### src/rtl/uart_byte_rx_if.sv
// Receive-side handshake bundle for uart_byte_rx: received byte plus its two one-cycle strobes.
interface uart_byte_rx_if;
    logic [7:0] rx_data;
    logic       rx_valid;
    logic       frame_err;

    modport master (output rx_data, rx_valid, frame_err);
    modport slave  (input  rx_data, rx_valid, frame_err);
endinterface

### src/rtl/uart_byte_rx.sv
// 8N1 UART receiver, LSB first, fixed baud; one-cycle rx_valid/frame_err strobes, led toggles per good byte.
// Optional UART_RX_MAJORITY_EN: each sample point is a 2-of-3 vote of rx_s at counts T-2, T-1, T.
module uart_byte_rx #(
    parameter int unsigned CLK_FREQ = 50_000_000,
    parameter int unsigned BAUD     = 9600
) (
    input  logic           clk,
    input  logic           rst,
    input  logic           uart_rx,
    output logic           led,
    uart_byte_rx_if.master rx_if
);
    localparam int unsigned BAUD_CNT_MAX = CLK_FREQ / BAUD - 1;
    localparam int unsigned HALF_CNT     = (BAUD_CNT_MAX + 1) / 2 - 1;
    localparam int unsigned CNT_W        = $clog2(BAUD_CNT_MAX + 1);
    localparam logic [CNT_W-1:0] CNT_FULL = CNT_W'(BAUD_CNT_MAX);
    localparam logic [CNT_W-1:0] CNT_HALF = CNT_W'(HALF_CNT);

    typedef enum logic [1:0] {IDLE, START, DATA, STOP} state_t;

    logic [1:0]       r_sync;
    logic             r_rx_d;
    state_t           r_state;
    logic [CNT_W-1:0] r_cnt;
    logic [2:0]       r_idx;
    logic [7:0]       r_shift;
    logic [7:0]       r_data;
    logic             r_valid;
    logic             r_ferr;
    logic             r_led;
    logic             w_rx_s;
    logic             w_term;
    logic             w_sample;

    assign w_rx_s = r_sync[1];
    assign w_term = (r_state == START) ? (r_cnt == CNT_HALF) : (r_cnt == CNT_FULL);

    always_ff @(posedge clk or negedge rst) begin
        if (!rst) begin
            r_sync <= '1;
            r_rx_d <= 1'b1;
        end else begin
            r_sync <= {r_sync[0], uart_rx};
            r_rx_d <= r_sync[1];
        end
    end

`ifdef UART_RX_MAJORITY_EN
    // r_hist holds rx_s from the two cycles before the terminal count.
    logic [1:0] r_hist;

    always_ff @(posedge clk or negedge rst) begin
        if (!rst) begin
            r_hist <= '1;
        end else begin
            r_hist <= {r_hist[0], w_rx_s};
        end
    end

    assign w_sample = (r_hist[1] & r_hist[0]) | (r_hist[1] & w_rx_s) | (r_hist[0] & w_rx_s);
`else
    assign w_sample = w_rx_s;
`endif

    always_ff @(posedge clk or negedge rst) begin
        if (!rst) begin
            r_state <= IDLE;
            r_cnt   <= '0;
            r_idx   <= '0;
            r_shift <= '0;
            r_data  <= '0;
            r_valid <= 1'b0;
            r_ferr  <= 1'b0;
            r_led   <= 1'b1;
        end else begin
            r_valid <= 1'b0;
            r_ferr  <= 1'b0;
            unique case (r_state)
                IDLE: begin
                    r_cnt <= '0;
                    r_idx <= '0;
                    if (r_rx_d && !w_rx_s) r_state <= START;
                end
                START: begin
                    if (w_term) begin
                        r_cnt   <= '0;
                        r_idx   <= '0;
                        r_state <= w_sample ? IDLE : DATA;
                    end else begin
                        r_cnt <= r_cnt + CNT_W'(1);
                    end
                end
                DATA: begin
                    if (w_term) begin
                        r_cnt   <= '0;
                        r_shift <= {w_sample, r_shift[7:1]};
                        r_idx   <= r_idx + 3'd1;
                        if (r_idx == 3'd7) r_state <= STOP;
                    end else begin
                        r_cnt <= r_cnt + CNT_W'(1);
                    end
                end
                STOP: begin
                    if (w_term) begin
                        r_cnt   <= '0;
                        r_state <= IDLE;
                        if (w_sample) begin
                            r_data  <= r_shift;
                            r_valid <= 1'b1;
                            r_led   <= ~r_led;
                        end else begin
                            r_ferr <= 1'b1;
                        end
                    end else begin
                        r_cnt <= r_cnt + CNT_W'(1);
                    end
                end
            endcase
        end
    end

    assign rx_if.rx_data   = r_data;
    assign rx_if.rx_valid  = r_valid;
    assign rx_if.frame_err = r_ferr;
    assign led             = r_led;
endmodule

### src/flat_wrapper.sv
// flat-port wrapper written by rule: the top's interface ports become plain ports
module uart_byte_rx_flat 
#(
    parameter int unsigned CLK_FREQ = 50_000_000,
    parameter int unsigned BAUD     = 9600
)
  (clk, rst, uart_rx, led, rx_if_rx_data, rx_if_rx_valid, rx_if_frame_err);
  uart_byte_rx_if rx_if_i ();
  input  logic clk;
  input  logic rst;
  input  logic uart_rx;
  output logic led;
  output wire logic [$bits(rx_if_i.rx_data)-1:0] rx_if_rx_data;
  output wire logic [$bits(rx_if_i.rx_valid)-1:0] rx_if_rx_valid;
  output wire logic [$bits(rx_if_i.frame_err)-1:0] rx_if_frame_err;
  assign rx_if_rx_data = rx_if_i.rx_data;
  assign rx_if_rx_valid = rx_if_i.rx_valid;
  assign rx_if_frame_err = rx_if_i.frame_err;
  uart_byte_rx #(.CLK_FREQ(CLK_FREQ), .BAUD(BAUD)) u_core (.clk(clk), .rst(rst), .uart_rx(uart_rx), .led(led), .rx_if(rx_if_i));
endmodule
### config.mk
export PLATFORM = sky130hd
export DESIGN_NAME = uart_byte_rx_flat
export DESIGN_NICKNAME = d
export VERILOG_FILES = /design/src/rtl/uart_byte_rx_if.sv /design/src/rtl/uart_byte_rx.sv /design/src/flat_wrapper.sv
export SDC_FILE = /design/constraint.sdc
export NUM_CORES = 1
export LEC_CHECK = 0
export BUFFER_PORTS_ARGS = -buffer_cell sky130_fd_sc_hd__buf_2
export CORE_ASPECT_RATIO = 1.5
export CORE_MARGIN = 2
export CORE_UTILIZATION = 45
export DETAILED_ROUTE_END_ITERATION = 12
export PLACE_DENSITY = 0.6
export SKIP_CTS_REPAIR_TIMING = 1
export SLEW_MARGIN = 10
export SYNTH_ARGS = -nofsm -noshare
export SYNTH_HDL_FRONTEND = slang
export SYNTH_SLANG_ARGS = --single-unit
### constraint.sdc
create_clock -name clk -period 6.03 [get_ports clk]
set_input_delay 0.603 -clock clk [delete_from_list [all_inputs] [get_ports clk]]
set_output_delay 0.603 -clock clk [all_outputs]
set_load 0.005 [all_outputs]
==> results.md <==
Final layout:
- The share of layout cells above drive strength 1 is 30.7%.
- The most frequent standard cell in the layout excluding fill and tap cells is sky130_fd_sc_hd__dfrtp_1.
- The footprint of the flip-flops and latches is approximately 1000 um2.
- In the layout the commonest cells are 36 x sky130_fd_sc_hd__dfrtp_1, 17 x sky130_fd_sc_hd__mux2_2, 14 x sky130_fd_sc_hd__nor2_1, 13 x sky130_fd_sc_hd__buf_2, 8 x sky130_fd_sc_hd__nand2_1.
- Summing all multi-input logic gate instances after layout gives 801 um2.
- The area added between synthesis and finish is 13.0%.
- Counting the fill cells in the layout gives 371.
- The layout net count is 168.
- After routing the design area is slightly above 2000 um2.
- The number of antenna diodes in the final layout is 0.

Setup path:
- The startpoint type of the worst setup path is a flip-flop.
- The startpoint of the worst-slack reg-to-reg timing path is u_core.r_state[0]$_DFFE_PN0P_.
- The worst register-to-register path has a depth of 4.
- The required time of the critical path is between 6 and 7 ns.
- The critical path is of the reg2reg type.
- For the worst setup path, the data arrival time is between 2 and 3 ns.
- STA classifies the critical path endpoint as a flip-flop.
- The critical path launch point is u_core.r_state[0]$_DFFE_PN0P_.
- In this run the worst path has a maximum fanout of 12.

Place:
- The instance area after placement is 1940 um2.
- Detailed placement finished with a half-perimeter wire length of about 2200 um.
- The final weighted congestion of routability-driven global placement is 0.784.
- The pre-CTS worst setup slack is 3.42 ns.
- The number of buffer cells added on primary ports is 13.

Clock tree:
- The clock sink count is 40.
- The clock passes through at most 2 buffers.
- TritonCTS built the clock tree.
- The number of buffers created by CTS is 5.
- At the later pin of the worst-skew pair, clock insertion delay measures 0.29 ns.
- The H-tree depth reported by CTS is 2.
- The clock-pin slew on the worst setup and hold paths is 0.08 ns.
- The CTS root buffer is sky130_fd_sc_hd__clkbuf_8.

Floorplan:
- The I/O pin count is 14.
- The chip height is 82.2 um.
- In this run the core area contains 28 standard-cell rows.
- The region available for standard cell placement spans 3920 um2.
- The effective utilization at floorplan is 46.7%.
- The die covers 4610 um2.
- The chip width is 56.1 um.

GRT:
- The aggregate global routing overflow is 0.
- The met2 layer usage reported by global route is 27.3%.
- The met1 layer usage reported by global route is 18.7%.
- The wire length of the first global-routing pass is 5550 um.
- The met3 demand-to-capacity share in global routing is 3.27%.
- Entering global routing, the biggest net connects 41 pins.
- The number of global-route vias before repair is 1189.
- The number of antenna violations at the first check in global routing is 0.
- The overall track demand over capacity in global routing is 15.8%.
- The global routing stage identified its most utilized layer as met2.

Yosys:
- The combined area of all synthesized cells is roughly 1800 um2.
- The cell accounting for the most synthesized area is sky130_fd_sc_hd__dfrtp_1.
- Averaged over all synthesized cells, the footprint is roughly 13 um2.
- The number of enable-type register cells in the synthesized netlist is 0.
- By area the synthesized netlist is led by sky130_fd_sc_hd__dfrtp_1 49%, sky130_fd_sc_hd__mux2_2 10%, sky130_fd_sc_hd__dfstp_2 5.7%, sky130_fd_sc_hd__xnor2_1 3.3%, sky130_fd_sc_hd__nor2_1 2.9%.
- Counting flops with an async set or reset pin after synthesis yields a share of between 90% and 100%.
- The top-area cell type share of the netlist area is around 49%.
- The sequential area share after synthesis is 54.8%.
- In this run, synthesis produced a sequential element count of 40.
- Synthesis handed over a netlist of 146 instances.
- The unique cell type count in the Yosys netlist is 38.
- For this run, the number of Yosys warnings is 0.
- The primary flip-flop cell chosen by synthesis mapping is sky130_fd_sc_hd__dfrtp_1.
- The number of nets produced by synthesis is 152.

Hold path:
- The worst hold path stage count is 0.
- In this run the worst hold path is classified as reg2reg.
- The worst hold path begins at u_core.r_sync[0]$_DFF_PN1_.

STA:
- The number of hold-slack violations in the final timing report is 0.
- The count of final max-slew check failures was 0.
- On the final layout, the worst hold slack is 0.365 ns.
- Between clock sinks in the finished design, the worst skew comes to 0.0114 ns.
- In the finished design, the share of the clock period the worst path needs comes to between 40% and 50%.
- Setup violations remaining at the end of the flow were counted as 0.
- After layout, the minimum clock period comes to 2.58 ns.
- For the pin with the worst max-slew slack, the measured transition is 1.06 ns.
- Setup repair after global routing left no endpoint under its margin.
- The worst relative slew slack is 29.3%.
- The final worst-path setup slack is 3.45 ns.
- In the final timing run, aggregate negative setup slack is 0 ns.
- The achievable frequency is 387 MHz.

Routing:
- Summed over all layers, the routed wires come to 3110 um.
- After detailed routing, the average wire length per cell comes to 15.0 um.
- The total via count after detailed routing is 1169.
- The per-cell via count in the routed design is approximately 5.6.
- The first detailed-routing pass took 4 iterations.
- The count of nets left with antenna violations once routing finished came out at 0.
- The first routing iteration left 18 violations.
- The detailed-route DRC error count is 0.

Job:
- Across the run, the number of max-cap violations was 0.

Outcome:
- The run finished with clean final reports.

Power and ir drop:
- The total power after layout is 0.000679 W.
- Across the VDD grid, the largest voltage drop is 0.249 mV.
- The power density of the placed cells is 328 nW/um2.
- The leakage power is 0.957 nW.
stage by stage:
step           instances  util, %
2_1_floorplan        146        -
3_3_place_gp         200     49.4
5_1_grt              208     52.8
3_5_place_dp         200     49.4
6_report             208     52.8
4_1_cts              208     52.8
registers in the layout, indices dropped and copies added (netlist names), 2 cells and up, named ones only:
register              cells
u_core.rx_if.rx_data      8
u_core.r_sync             2
u_core.r_cnt             13
u_core.r_shift            8
u_core.r_idx              3
layer usage:
| layer | up-vias | part of all wire (%) |
|---|---|---|
| met5 | - | 0 |
| met1 | 587 | 41 |
| met3 | 5 | 2.8 |
| met2 | 19 | 55 |
| met4 | 0 | 1.8 |
| li1 | 558 | - |
area by class of cell:
type	count	area share, %
Clock buffer	6	3.50
Clock inverter	2	2.90
Inverter	3	0.543
Multi-Input combinational cell	99	38.6
Sequential cell	40	48.6
Tap cell	45	2.72
Timing Repair Buffer	13	3.14
power by group:
group	internal, W	total [W]	switching [W]	leakage (nW)
combinational	0.0000408	0.000103	0.0000618	0.365
sequential	0.000293	0.000322	0.0000289	0.527
clock	0.000165	0.000254	0.0000888	0.0654
total	0.000499	0.000679	0.000179	0.957
synthesized netlist by cell type (all sizes together) (2+ instances only):
master and count:
nand3 3, nor3 4, nor4 5, or4 3, a21oi 3, xor2 4, o2111a 4, dfrtp 36
and2 2, buf 3, xnor2 7, nor2b 2, nand4 3, mux2 18, nand2 8, nor4b 2
and4bb 2, ha 3, nor2 14, inv 3, dfstp 4
cells by family after synthesis:
group	count (synthesis)	share of synthesized area, %
AOI/OAI and AO/OA	11	5.80
buffers and inverters	7	1.77
xor gates and xnor gates	11	5.25
and+or+nand+nor	55	18.0
DFF	40	54.8
adders and majority gates	3	2.05
muxes	19	12.3
final timing paths:
check,end,slack [ns]
min reg2reg,u_core.r_sync[1]$_DFF_PN1_,0.37
max in group asynchronous,u_core.r_shift[5]$_DFFE_PN0P_,5.08
max reg2reg,u_core.rx_if.rx_data[7]$_DFFE_PN0P_,3.45
min in group asynchronous,u_core.rx_if.rx_data[0]$_DFFE_PN0P_,0.42
max,u_core.rx_if.rx_data[7]$_DFFE_PN0P_,3.45
min,u_core.r_sync[1]$_DFF_PN1_,0.37
worst max-delay path, cell delays in order, from the launching register on:
cell                        delay (ns)
sky130_fd_sc_hd__dfrtp_1          0.58
sky130_fd_sc_hd__nor2b_2          0.28
sky130_fd_sc_hd__o2111ai_4        0.23
sky130_fd_sc_hd__nor4b_2          0.96
sky130_fd_sc_hd__mux2_2           0.42
No activity file was read; power rests on OpenSTA's default activity.
